--- src/rtl/trsq8_sequencer_if.sv ---
// trsq8_sequencer_if: instruction fetch, decoder and SRAM handshake signals of the TRSQ8 sequencer
interface trsq8_sequencer_if #(
    parameter int PC_W = 10
) ();
    logic [PC_W-1:0] imem_addr_op;
    logic [14:0]     imem_data_ip;
    logic [14:0]     instr_op;
    logic            jump_ip;
    logic            return_ip;
    logic            halt_ip;
    logic            nop_ip;
    logic [1:0]      sk_sel_ip;
    logic            sram_ld_ip;
    logic            sram_st_ip;
    logic            zero_ip;
    logic            carry_ip;
    logic            exec_en_op;
    logic            sram_req_op;
    logic            sram_we_op;
    logic            sram_ack_ip;
    logic            halted_op;
    logic            stack_err_op;
    logic            step_ip;

    modport master (
        output imem_addr_op, instr_op, exec_en_op, sram_req_op, sram_we_op, halted_op, stack_err_op,
        input  imem_data_ip, jump_ip, return_ip, halt_ip, nop_ip, sk_sel_ip, sram_ld_ip, sram_st_ip,
               zero_ip, carry_ip, sram_ack_ip, step_ip
    );

    modport slave (
        input  imem_addr_op, instr_op, exec_en_op, sram_req_op, sram_we_op, halted_op, stack_err_op,
        output imem_data_ip, jump_ip, return_ip, halt_ip, nop_ip, sk_sel_ip, sram_ld_ip, sram_st_ip,
               zero_ip, carry_ip, sram_ack_ip, step_ip
    );
endinterface

--- src/rtl/trsq8_sequencer.sv ---
// trsq8_sequencer: TRSQ8 fetch/decode/exec/mem-wait sequencer with PC and return stack; define TRSQ8_SINGLE_STEP_EN for stepping out of HALT
module trsq8_sequencer #(
    parameter int PC_W        = 10,
    parameter int STACK_DEPTH = 4
) (
    input logic               clk_ip,
    input logic               rst_ip,
    trsq8_sequencer_if.master bus
);
    localparam int IDX_W = $clog2(STACK_DEPTH);
    localparam int SP_W  = IDX_W + 1;

    typedef enum logic [2:0] {S_FETCH, S_DECODE, S_EXEC, S_MEM, S_HALT} state_t;

    state_t           state_q, state_d, done_state;
    logic [PC_W-1:0]  pc_q, pc_d, pc_inc;
    logic [14:0]      instr_q;
    logic [SP_W-1:0]  sp_q, sp_d;
    logic [PC_W-1:0]  stk_q [STACK_DEPTH];
    logic [IDX_W-1:0] top_idx, wr_idx;
    logic             err_q, err_d;
    logic             full, empty, is_mem, exec_pc, skip, push, pop, step_go;

`ifdef TRSQ8_SINGLE_STEP_EN
    logic step_mode_q;
    assign step_go    = state_q == S_HALT && bus.step_ip;
    assign done_state = step_mode_q ? S_HALT : S_FETCH;
    // Once a step has been taken, every completed instruction parks the core back in HALT
    always_ff @(posedge clk_ip or posedge rst_ip)
        if (rst_ip)       step_mode_q <= 1'b0;
        else if (step_go) step_mode_q <= 1'b1;
`else
    logic unused_step;
    assign unused_step = bus.step_ip;
    assign step_go     = 1'b0;
    assign done_state  = S_FETCH;
`endif

    assign pc_inc  = pc_q + PC_W'(1);
    assign is_mem  = bus.sram_ld_ip | bus.sram_st_ip;
    assign exec_pc = state_q == S_EXEC && !bus.halt_ip && !is_mem;
    assign skip    = !bus.nop_ip && ((bus.sk_sel_ip == 2'b01 && bus.zero_ip) ||
                                     (bus.sk_sel_ip == 2'b10 && bus.carry_ip));
    assign push    = exec_pc && bus.jump_ip && instr_q[12];
    assign pop     = exec_pc && !bus.jump_ip && bus.return_ip;
    assign full    = sp_q == SP_W'(STACK_DEPTH);
    assign empty   = sp_q == '0;
    assign top_idx = IDX_W'(sp_q - SP_W'(1));
    // A push onto a full stack overwrites the top entry instead of advancing
    assign wr_idx  = full ? IDX_W'(STACK_DEPTH - 1) : IDX_W'(sp_q);

    assign bus.imem_addr_op = pc_q;
    assign bus.instr_op     = instr_q;
    assign bus.stack_err_op = err_q;

    // State register
    always_ff @(posedge clk_ip or posedge rst_ip)
        if (rst_ip) state_q <= S_FETCH;
        else        state_q <= state_d;

    // Next-state: halt wins over memory access, memory waits for ack with no timeout
    always_comb begin
        state_d = state_q;
        case (state_q)
            S_FETCH:  state_d = S_DECODE;
            S_DECODE: state_d = S_EXEC;
            S_EXEC:   state_d = bus.halt_ip ? S_HALT : is_mem ? S_MEM : done_state;
            S_MEM:    state_d = bus.sram_ack_ip ? done_state : S_MEM;
            S_HALT:   state_d = step_go ? S_FETCH : S_HALT;
            default:  state_d = S_FETCH;
        endcase
    end

    // State-decoded outputs; reset forces FETCH so the SRAM request drops immediately
    always_comb begin
        bus.exec_en_op  = state_q == S_EXEC;
        bus.sram_req_op = state_q == S_MEM;
        bus.sram_we_op  = state_q == S_MEM && bus.sram_st_ip;
        bus.halted_op   = state_q == S_HALT;
    end

    // Next pc with jump > return > skip > increment priority, plus stack pointer and sticky error
    always_comb begin
        pc_d = pc_q;
        if (exec_pc)
            pc_d = bus.jump_ip   ? instr_q[PC_W-1:0] :
                   bus.return_ip ? (empty ? '0 : stk_q[top_idx]) :
                   skip          ? pc_q + PC_W'(2) : pc_inc;
        else if ((state_q == S_MEM && bus.sram_ack_ip) || step_go)
            pc_d = pc_inc;
        sp_d  = sp_q + SP_W'(push && !full) - SP_W'(pop && !empty);
        err_d = err_q | (push && full) | (pop && empty);
    end

    // Program counter, instruction latch, stack pointer and error flag
    always_ff @(posedge clk_ip or posedge rst_ip)
        if (rst_ip) begin
            pc_q    <= '0;
            instr_q <= '0;
            sp_q    <= '0;
            err_q   <= 1'b0;
        end else begin
            pc_q  <= pc_d;
            sp_q  <= sp_d;
            err_q <= err_d;
            if (state_q == S_DECODE) instr_q <= bus.imem_data_ip;
        end

    // Return stack storage; a call stores the address after itself
    always_ff @(posedge clk_ip or posedge rst_ip)
        if (rst_ip) begin
            for (int i = 0; i < STACK_DEPTH; i++) stk_q[i] <= '0;
        end else if (push) begin
            stk_q[wr_idx] <= pc_inc;
        end
endmodule

--- src/flat_wrapper.sv ---
// flat-port wrapper written by rule: the top's interface ports become plain ports
module trsq8_sequencer_flat 
#(
    parameter int PC_W        = 10,
    parameter int STACK_DEPTH = 4
)
  (clk_ip, rst_ip, bus_imem_addr_op, bus_instr_op, bus_exec_en_op, bus_sram_req_op, bus_sram_we_op, bus_halted_op, bus_stack_err_op, bus_imem_data_ip, bus_jump_ip, bus_return_ip, bus_halt_ip, bus_nop_ip, bus_sk_sel_ip, bus_sram_ld_ip, bus_sram_st_ip, bus_zero_ip, bus_carry_ip, bus_sram_ack_ip, bus_step_ip);
  trsq8_sequencer_if #(.PC_W(PC_W)) bus_i ();
  input logic clk_ip;
  input logic rst_ip;
  output wire logic [$bits(bus_i.imem_addr_op)-1:0] bus_imem_addr_op;
  output wire logic [$bits(bus_i.instr_op)-1:0] bus_instr_op;
  output wire logic [$bits(bus_i.exec_en_op)-1:0] bus_exec_en_op;
  output wire logic [$bits(bus_i.sram_req_op)-1:0] bus_sram_req_op;
  output wire logic [$bits(bus_i.sram_we_op)-1:0] bus_sram_we_op;
  output wire logic [$bits(bus_i.halted_op)-1:0] bus_halted_op;
  output wire logic [$bits(bus_i.stack_err_op)-1:0] bus_stack_err_op;
  input wire logic [$bits(bus_i.imem_data_ip)-1:0] bus_imem_data_ip;
  input wire logic [$bits(bus_i.jump_ip)-1:0] bus_jump_ip;
  input wire logic [$bits(bus_i.return_ip)-1:0] bus_return_ip;
  input wire logic [$bits(bus_i.halt_ip)-1:0] bus_halt_ip;
  input wire logic [$bits(bus_i.nop_ip)-1:0] bus_nop_ip;
  input wire logic [$bits(bus_i.sk_sel_ip)-1:0] bus_sk_sel_ip;
  input wire logic [$bits(bus_i.sram_ld_ip)-1:0] bus_sram_ld_ip;
  input wire logic [$bits(bus_i.sram_st_ip)-1:0] bus_sram_st_ip;
  input wire logic [$bits(bus_i.zero_ip)-1:0] bus_zero_ip;
  input wire logic [$bits(bus_i.carry_ip)-1:0] bus_carry_ip;
  input wire logic [$bits(bus_i.sram_ack_ip)-1:0] bus_sram_ack_ip;
  input wire logic [$bits(bus_i.step_ip)-1:0] bus_step_ip;
  assign bus_imem_addr_op = bus_i.imem_addr_op;
  assign bus_instr_op = bus_i.instr_op;
  assign bus_exec_en_op = bus_i.exec_en_op;
  assign bus_sram_req_op = bus_i.sram_req_op;
  assign bus_sram_we_op = bus_i.sram_we_op;
  assign bus_halted_op = bus_i.halted_op;
  assign bus_stack_err_op = bus_i.stack_err_op;
  assign bus_i.imem_data_ip = bus_imem_data_ip;
  assign bus_i.jump_ip = bus_jump_ip;
  assign bus_i.return_ip = bus_return_ip;
  assign bus_i.halt_ip = bus_halt_ip;
  assign bus_i.nop_ip = bus_nop_ip;
  assign bus_i.sk_sel_ip = bus_sk_sel_ip;
  assign bus_i.sram_ld_ip = bus_sram_ld_ip;
  assign bus_i.sram_st_ip = bus_sram_st_ip;
  assign bus_i.zero_ip = bus_zero_ip;
  assign bus_i.carry_ip = bus_carry_ip;
  assign bus_i.sram_ack_ip = bus_sram_ack_ip;
  assign bus_i.step_ip = bus_step_ip;
  trsq8_sequencer #(.PC_W(PC_W), .STACK_DEPTH(STACK_DEPTH)) u_core (.clk_ip(clk_ip), .rst_ip(rst_ip), .bus(bus_i));
endmodule
--- config.mk ---
export PLATFORM = sky130hd
export DESIGN_NAME = trsq8_sequencer_flat
export DESIGN_NICKNAME = d
export VERILOG_FILES = /design/src/rtl/trsq8_sequencer_if.sv /design/src/rtl/trsq8_sequencer.sv /design/src/flat_wrapper.sv
export SDC_FILE = /design/constraint.sdc
export NUM_CORES = 1
export LEC_CHECK = 0
export ABC_AREA = 1
export BUFFER_PORTS_ARGS = -buffer_cell sky130_fd_sc_hd__clkbuf_2
export CAP_MARGIN = 30
export CORE_MARGIN = 3
export CORE_UTILIZATION = 40
export CTS_BUF_LIST = sky130_fd_sc_hd__clkbuf_2 sky130_fd_sc_hd__clkbuf_4 sky130_fd_sc_hd__clkbuf_8
export DETAILED_ROUTE_END_ITERATION = 16
export PLACE_DENSITY = 0.68
export SLEW_MARGIN = 5
export SYNTH_ARGS = -nofsm -noshare
export SYNTH_HDL_FRONTEND = slang
export SYNTH_SLANG_ARGS = --single-unit
export TNS_END_PERCENT = 1
--- constraint.sdc ---
create_clock -name clk_ip -period 3.7 [get_ports clk_ip]
set_input_delay 1.11 -clock clk_ip [delete_from_list [all_inputs] [get_ports clk_ip]]
set_output_delay 1.11 -clock clk_ip [all_outputs]
set_load 0.005 [all_outputs]
==> run_results.csv, run 1 <==
group,metric,value,unit
sta,tns,0,ps
setup_path,critPathMaxFanout,12,
cells_and_area,nFillCells,897,
yosys,synth_cell_types,31,
yosys,ys_ff_latch,72,
setup_path,critPathCaptureType,"flop",
setup_path,path_cells,"clkbuf_2, nor2_1, nand2_2, nor2_4, nand2_2, inv_2, nand2_1, ha_1, inv_1, ha_1, inv_1, fa_1, xnor2_1",
cells_and_area,multi_input_area,1794,um2
clock_network,cts_buffer_depth,2,
yosys,synth_nets,521,
yosys,synth_edf_count,0,
grt,grt_start_max_net_pins,39,
cells_and_area,regArea,1802,um2
yosys,postSynthAreaPerCell,7.996,um2
yosys,yosysSeqAreaShare,46.56,%
yosys,yosysTopAreaCell,"dfrtp_1",
power_and_ir_drop,power-per-cell-area,793.4,nW/um2
sta,worst_slew_pin_slew,776.3,ps
routing,routed_wl,9302,um
cells_and_area,drive_above_1_share,20.59,%
clock_network,clk_latency,340,ps
yosys,ys_top_cells_by_area,"dfrtp_1 (47%), nand2_1 (13%), nor2_1 (4.7%), o21ai_1 (4.1%), inv_1 (4.1%)",
sta,grt_setup_unrepaired,"no",
die,core_area,9328,um2
clock_network,clock_sinks,72,
yosys,async_flop_share,100.0,%
routing,drc,0,
yosys,yosysTopAreaCellShare,46.56,%
sta,hold_viol,0,
grt,grt_pass1_wl,16130,um
setup_path,path_delay_family,"simple AND/OR/NAND/NOR gates",
job,drv_cap,0,
setup_path,path_class,"in -> reg",
grt,use_met1,23.71,%
sta,fmax,0.3442,GHz
place,place_congestion,0.9150,
cells_and_area,fin_nets,577,
yosys,synthTopCellsByCount,"nand2_1 (130), dfrtp_1 (72), nor2_1 (48), inv_1 (42), o21ai_1 (32)",
setup_path,critPathMaxStageDelay,370,ps
sta,finalCriticalPeriod,2905,ps
yosys,synth-main-ff-cell,"dfrtp_1",
clock_network,numCtsBuffers,9,
routing,ant_nets,0,
grt,grt_util_met3,3.724,%
yosys,syn_inst,484,
grt,overflow,0,
setup_path,cp.required,3940,ps
die,io_pins,59,
sta,fin_worst_skew,6.816,ps
sta,max_slew_margin,48.17,%
clock_network,cts_tree,"done",
status,status,"finished clean",
cells_and_area,n_antenna_cell,0,
routing,first_pass_iters,4,
grt,use_met2,29.84,%
die,initial_utilization,41.49,%
power_and_ir_drop,ir_worst_vdd,0.3911,mV
routing,wire_per_inst,13.82,um
clock_network,post_cts_buffers,0,
yosys,synth.most_common_cell,"nand2_1",
place,dp_hpwl,6867,um
yosys,synth_area,3870,um2
routing,drt_iter0_markers,162,
grt,antenna_found_initial,0,
grt,grt_pass1_vias,3387,
setup_path,arrival,3140,ps
routing,viasPerCell,5.049,
setup_path,critPathBufInv,4,
die,fp.dieH,104.4,um
sta,whs,488.2,ps
clock_network,cts-root-buf,"clkbuf_8",
grt,grt_usage,18.13,%
clock_network,clkTransAtPathRegs,70,ps
die,rows,35,
die,fp.dieW,104.4,um
clock_network,post_cts_resized,0,
sta,setup_violations,0,
hold_path,hold_class,"reg -> reg",
setup_path,start_kind,"primary input",
place,io_buffers,57,
routing,vias,3398,
sta,min_period_over_period,78.52,%
clock_network,cts_hold_buffers,0,
setup_path,cp_slowest_cell,"fa_1",
clock_network,cts_max_level,3,
grt,gr-max-usage-layer,"met2",
cells_and_area,area_growth,15.97,%
sta,slew_violations,0,
die,die-area,10890,um2
power_and_ir_drop,leakage,2.248,nW
yosys,yosys_warnings,0,
==> area by class of cell <==
type	count	share of cell area [%]
Multi-Input combinational cell	347	39.98
Clock buffer	12	3.541
Inverter	47	3.931
Tap cell	129	3.596
Clock inverter	3	1.450
Timing Repair Buffer	63	7.360
Sequential cell	72	40.15
==> worst min-delay path: stages, from the launching register on <==
cell     delay [ps]
dfrtp_1         340
nand2_1          50
o21ai_1          60
==> kinds of logic (layout without fill, tap and decap cells) <==
group	count (synthesis)	count (layout)	synth area share, %
and+or+nand+nor	218	218	23.96
AOI/OAI and AO/OA	98	98	13.32
DFF	72	72	46.56
buffers and inverters	65	125	7.080
muxes	14	14	4.074
xor gates and xnor gates	9	9	2.231
adders and majority gates	8	8	2.780
==> cells in the final DEF, fill, tap and decap left out, drive strengths merged <==
master and instances:
fa 1, clkbuf 69, mux2 14, or2 1
a21oi 22, nand2 132, nor3 2, o22ai 8
o211ai 5, nand3 30, dfrtp 72, xnor2 2
a31oi 2, o21ai 61, buf 6, ha 7
and2 1, xor2 7, nor2 52, bufinv 2
inv 47, clkinv 1
==> metal layers <==
metal | wire (um) | vias to the layer above
met3 | 511 | 15
met1 | 4116 | 1591
li1 | - | 1687
met5 | 0 | -
met4 | 191 | 0
met2 | 4482 | 105
==> where the power goes <==
part	switching, mW	internal, mW
registers	0.253	1.06
clock network	0.288	0.420
logic	0.920	0.616
==> metrics by stage <==
step	util, %	power, mW	cells	worst slack [ps]	instance area (um2)
after floorplan	-	2.359	484	765.1	3870
after global placement	45.71	2.811	658	457.3	4264
after detailed placement	45.71	2.869	658	413.9	4264
after CTS	48.12	3.580	673	785.9	4488
after global routing	48.12	3.887	673	608.6	4488
final	48.12	3.561	673	794.8	4488
==> path summary, 6_finish.rpt <==
path                                         end  slack, ps         startpoint  cells after the start
min in group asynchronous         u_core.sp_q[2]        890             rst_ip                      2
worst min-delay path            u_core.stk_q[13]        490   u_core.stk_q[13]                      2
worst min register to register  u_core.stk_q[13]        490   u_core.stk_q[13]                      2
worst max register to register    u_core.sp_q[2]       1090  u_core.state_q[2]                     14
max in group asynchronous       u_core.stk_q[12]       2040             rst_ip                      3
worst max-delay path              u_core.sp_q[2]        790     bus_sram_st_ip                     13
==> flip-flops by register name, summed over array words and instances, names as in the netlist <==
name and cells:
u_core.bus.imem_addr_op 10, u_core.state_q 3, u_core.bus.instr_op 15, u_core.stk_q 40, u_core.sp_q 3, u_core.bus.stack_err_op 1
(Power assumes the default switching activity.)
==> run 2: changes to the inputs <==
==> constraint.sdc (replaced) <==
create_clock -name clk_ip -period 2.95 [get_ports clk_ip]
set_input_delay 0.885 -clock clk_ip [delete_from_list [all_inputs] [get_ports clk_ip]]
set_output_delay 0.885 -clock clk_ip [all_outputs]
set_load 0.005 [all_outputs]
==> run 2 against run 1 <==
Compared with the run above:
- final cell count grew 0.89%
- critical path depth is the same
- sequential cell count is the same
- largest cell class unchanged
- critical endpoint unchanged
- clock skew grew 3.5 ps
- setup slack lost 250 ps
- final area grew 1.1%
- non-clock buffer count grew 5
==> run_results.csv, run 2 (same netlist as run 1, synthesis figures left out) <==
group,metric,value,unit
routing,routed_wl,9347,um
routing,viasPerCell,5.065,
hold_path,hold_class,"reg -> reg",
setup_path,critPathMaxStageDelay,450,ps
sta,min_period_over_period,81.70,%
sta,slew_violations,0,
cells_and_area,area_growth,17.26,%
cells_and_area,top_register,"u_core.stk_q",
grt,grt_start_max_net_pins,44,
power_and_ir_drop,ir_worst_vdd,0.5507,mV
die,die-area,10890,um2
sta,setup_violations,0,
power_and_ir_drop,power,4.521,mW
die,fp.dieW,104.4,um
setup_path,critPathBufInv,5,
setup_path,path_cells,"inv_1, ha_1, inv_1, nor2_1, nor2_1, nand2_1, inv_1, ha_1, inv_1, ha_1, inv_1, fa_1, xnor2_1",
sta,max_slew_margin,51.63,%
place,place_congestion,0.9180,
grt,grt_pass1_wl,15860,um
die,initial_utilization,41.49,%
hold_path,hold_end,"u_core.stk_q[13]",
clock_network,cts_tree,"done",
grt,antenna_found_initial,0,
sta,worst_slew_pin_slew,723.7,ps
clock_network,cts_max_level,3,
cells_and_area,layout.cells.non_filler,679,
routing,wire_per_inst,13.77,um
sta,hold_viol,0,
sta,grt_setup_unrepaired,"no",
routing,first_pass_iters,5,
sta,tns,0,ps
routing,vias,3439,
setup_path,path_class,"reg -> reg",
hold_path,hp-start,"u_core.stk_q[13]",
grt,overflow,0,
clock_network,cts_buffer_depth,2,
setup_path,worst-path-stages,13,
setup_path,r2r_end,"u_core.sp_q[2]",
sta,fmax,0.4149,GHz
grt,use_met1,22.48,%
cells_and_area,final_cell_mix,"nand2_1 (130), dfrtp_1 (72), clkbuf_2 (57), nor2_1 (48), inv_1 (41)",
cells_and_area,drive_above_1_share,21.45,%
setup_path,cp_slowest_cell,"dfrtp_1",
power_and_ir_drop,leakage,2.277,nW
clock_network,post_cts_buffers,0,
grt,grt_pass1_vias,3400,
setup_path,path_delay_family,"adder cells",
grt,gr-max-usage-layer,"met2",
sta,finalCriticalPeriod,2410,ps
die,fp.dieH,104.4,um
cells_and_area,fin_nets,582,
cells_and_area,n_antenna_cell,0,
setup_path,ff2ff_setup_slack,540,ps
grt,grt_util_met3,2.793,%
setup_path,worstReg2RegStart,"u_core.sp_q[1]",
cells_and_area,layout_commonest_cell,"nand2_1",
routing,drt_iter0_markers,201,
clock_network,clk_latency,350,ps
cells_and_area,largest_reg_flops,40,
setup_path,cpMostUsedCell,"inv_1",
die,rows,35,
job,drv_cap,0,
status,status,"finished clean",
grt,grt_usage,17.65,%
die,io_pins,59,
setup_path,cp.required,3190,ps
clock_network,numCtsBuffers,9,
setup_path,start_kind,"flop",
power_and_ir_drop,power-per-cell-area,996.2,nW/um2
place,io_buffers,57,
setup_path,arrival,2650,ps
die,core_area,9328,um2
setup_path,critPathMaxFanout,4,
clock_network,clock_sinks,72,
hold_path,hold_depth,2,
cells_and_area,nFillCells,902,
setup_path,reg2reg_depth,13,
routing,drc,0,
clock_network,clkTransAtPathRegs,80,ps
place,dp_cells,663,
clock_network,cts_hold_buffers,0,
cells_and_area,multi_input_area,1794,um2
setup_path,critPathCaptureType,"flop",
clock_network,cts-root-buf,"clkbuf_8",
sta,fin_worst_skew,10.32,ps
clock_network,post_cts_resized,0,
grt,use_met2,30.21,%
routing,ant_nets,0,
place,dp_hpwl,6881,um
setup_path,crit_path_start,"u_core.sp_q[1]",
cells_and_area,regArea,1802,um2
-- run 2: cell types whose count changed in the layout (fill, tap and decap cells not counted), sizes merged --
| cell | previous run | this run |
|---|---|---|
| inv | 47 | 51 |
| buf | 6 | 11 |
| clkbuf | 69 | 66 |
-- run 2: power by group --
part	leakage, nW	switching [mW]	internal (mW)
clock	0.115	0.408	0.487
combinational	1.24	1.20	0.794
sequential	0.918	0.299	1.33
-- run 2: per-layer routing --
| metal | part of all wire (%) | wire (um) |
|---|---|---|
| met5 | 0 | 0 |
| met4 | 1.5 | 144 |
| met3 | 5.4 | 501 |
| met2 | 49 | 4605 |
| met1 | 44 | 4096 |
-- run 2: worst max path at each step --
| stage | slack, ps | to |
|---|---|---|
| 6_report | 540 | u_core.sp_q[2] |
| 5_1_grt | 280 | u_core.sp_q[2] |
| 4_1_cts | 510 | u_core.sp_q[2] |
| 3_5_place_dp | 210 | u_core.sp_q[2] |
| 3_3_place_gp | 250 | u_core.sp_q[2] |
| 2_1_floorplan | 240 | u_core.bus.imem_addr_op[0] |
-- run 2: per-stage QoR --
stage	util, %	instance area [um2]	setup WS [ps]	hold WS [ps]
5_1_grt	48.65	4538	276.2	514.5
6_report	48.65	4538	540.0	491.5
3_5_place_dp	46.25	4314	208.7	474.8
3_3_place_gp	46.25	4314	247.1	466.8
4_1_cts	48.65	4538	511.6	493.7
2_1_floorplan	-	3870	240.1	453.5
-- run 2: area by class of cell --
cell class / count / area share, %
Multi-Input combinational cell: 347 / 39.54
Clock inverter: 7 / 2.206
Inverter: 47 / 3.888
Tap cell: 129 / 3.557
Timing Repair Buffer: 68 / 8.382
Sequential cell: 72 / 39.70
Clock buffer: 9 / 2.730
-- run 2: worst register-to-register path: stages, from the launching register on --
cell	delay [ps]
dfrtp_1	450
inv_1	140
ha_1	210
inv_1	50
nor2_1	120
nor2_1	70
nand2_1	120
inv_1	100
ha_1	290
inv_1	60
ha_1	130
inv_1	50
fa_1	380
xnor2_1	140
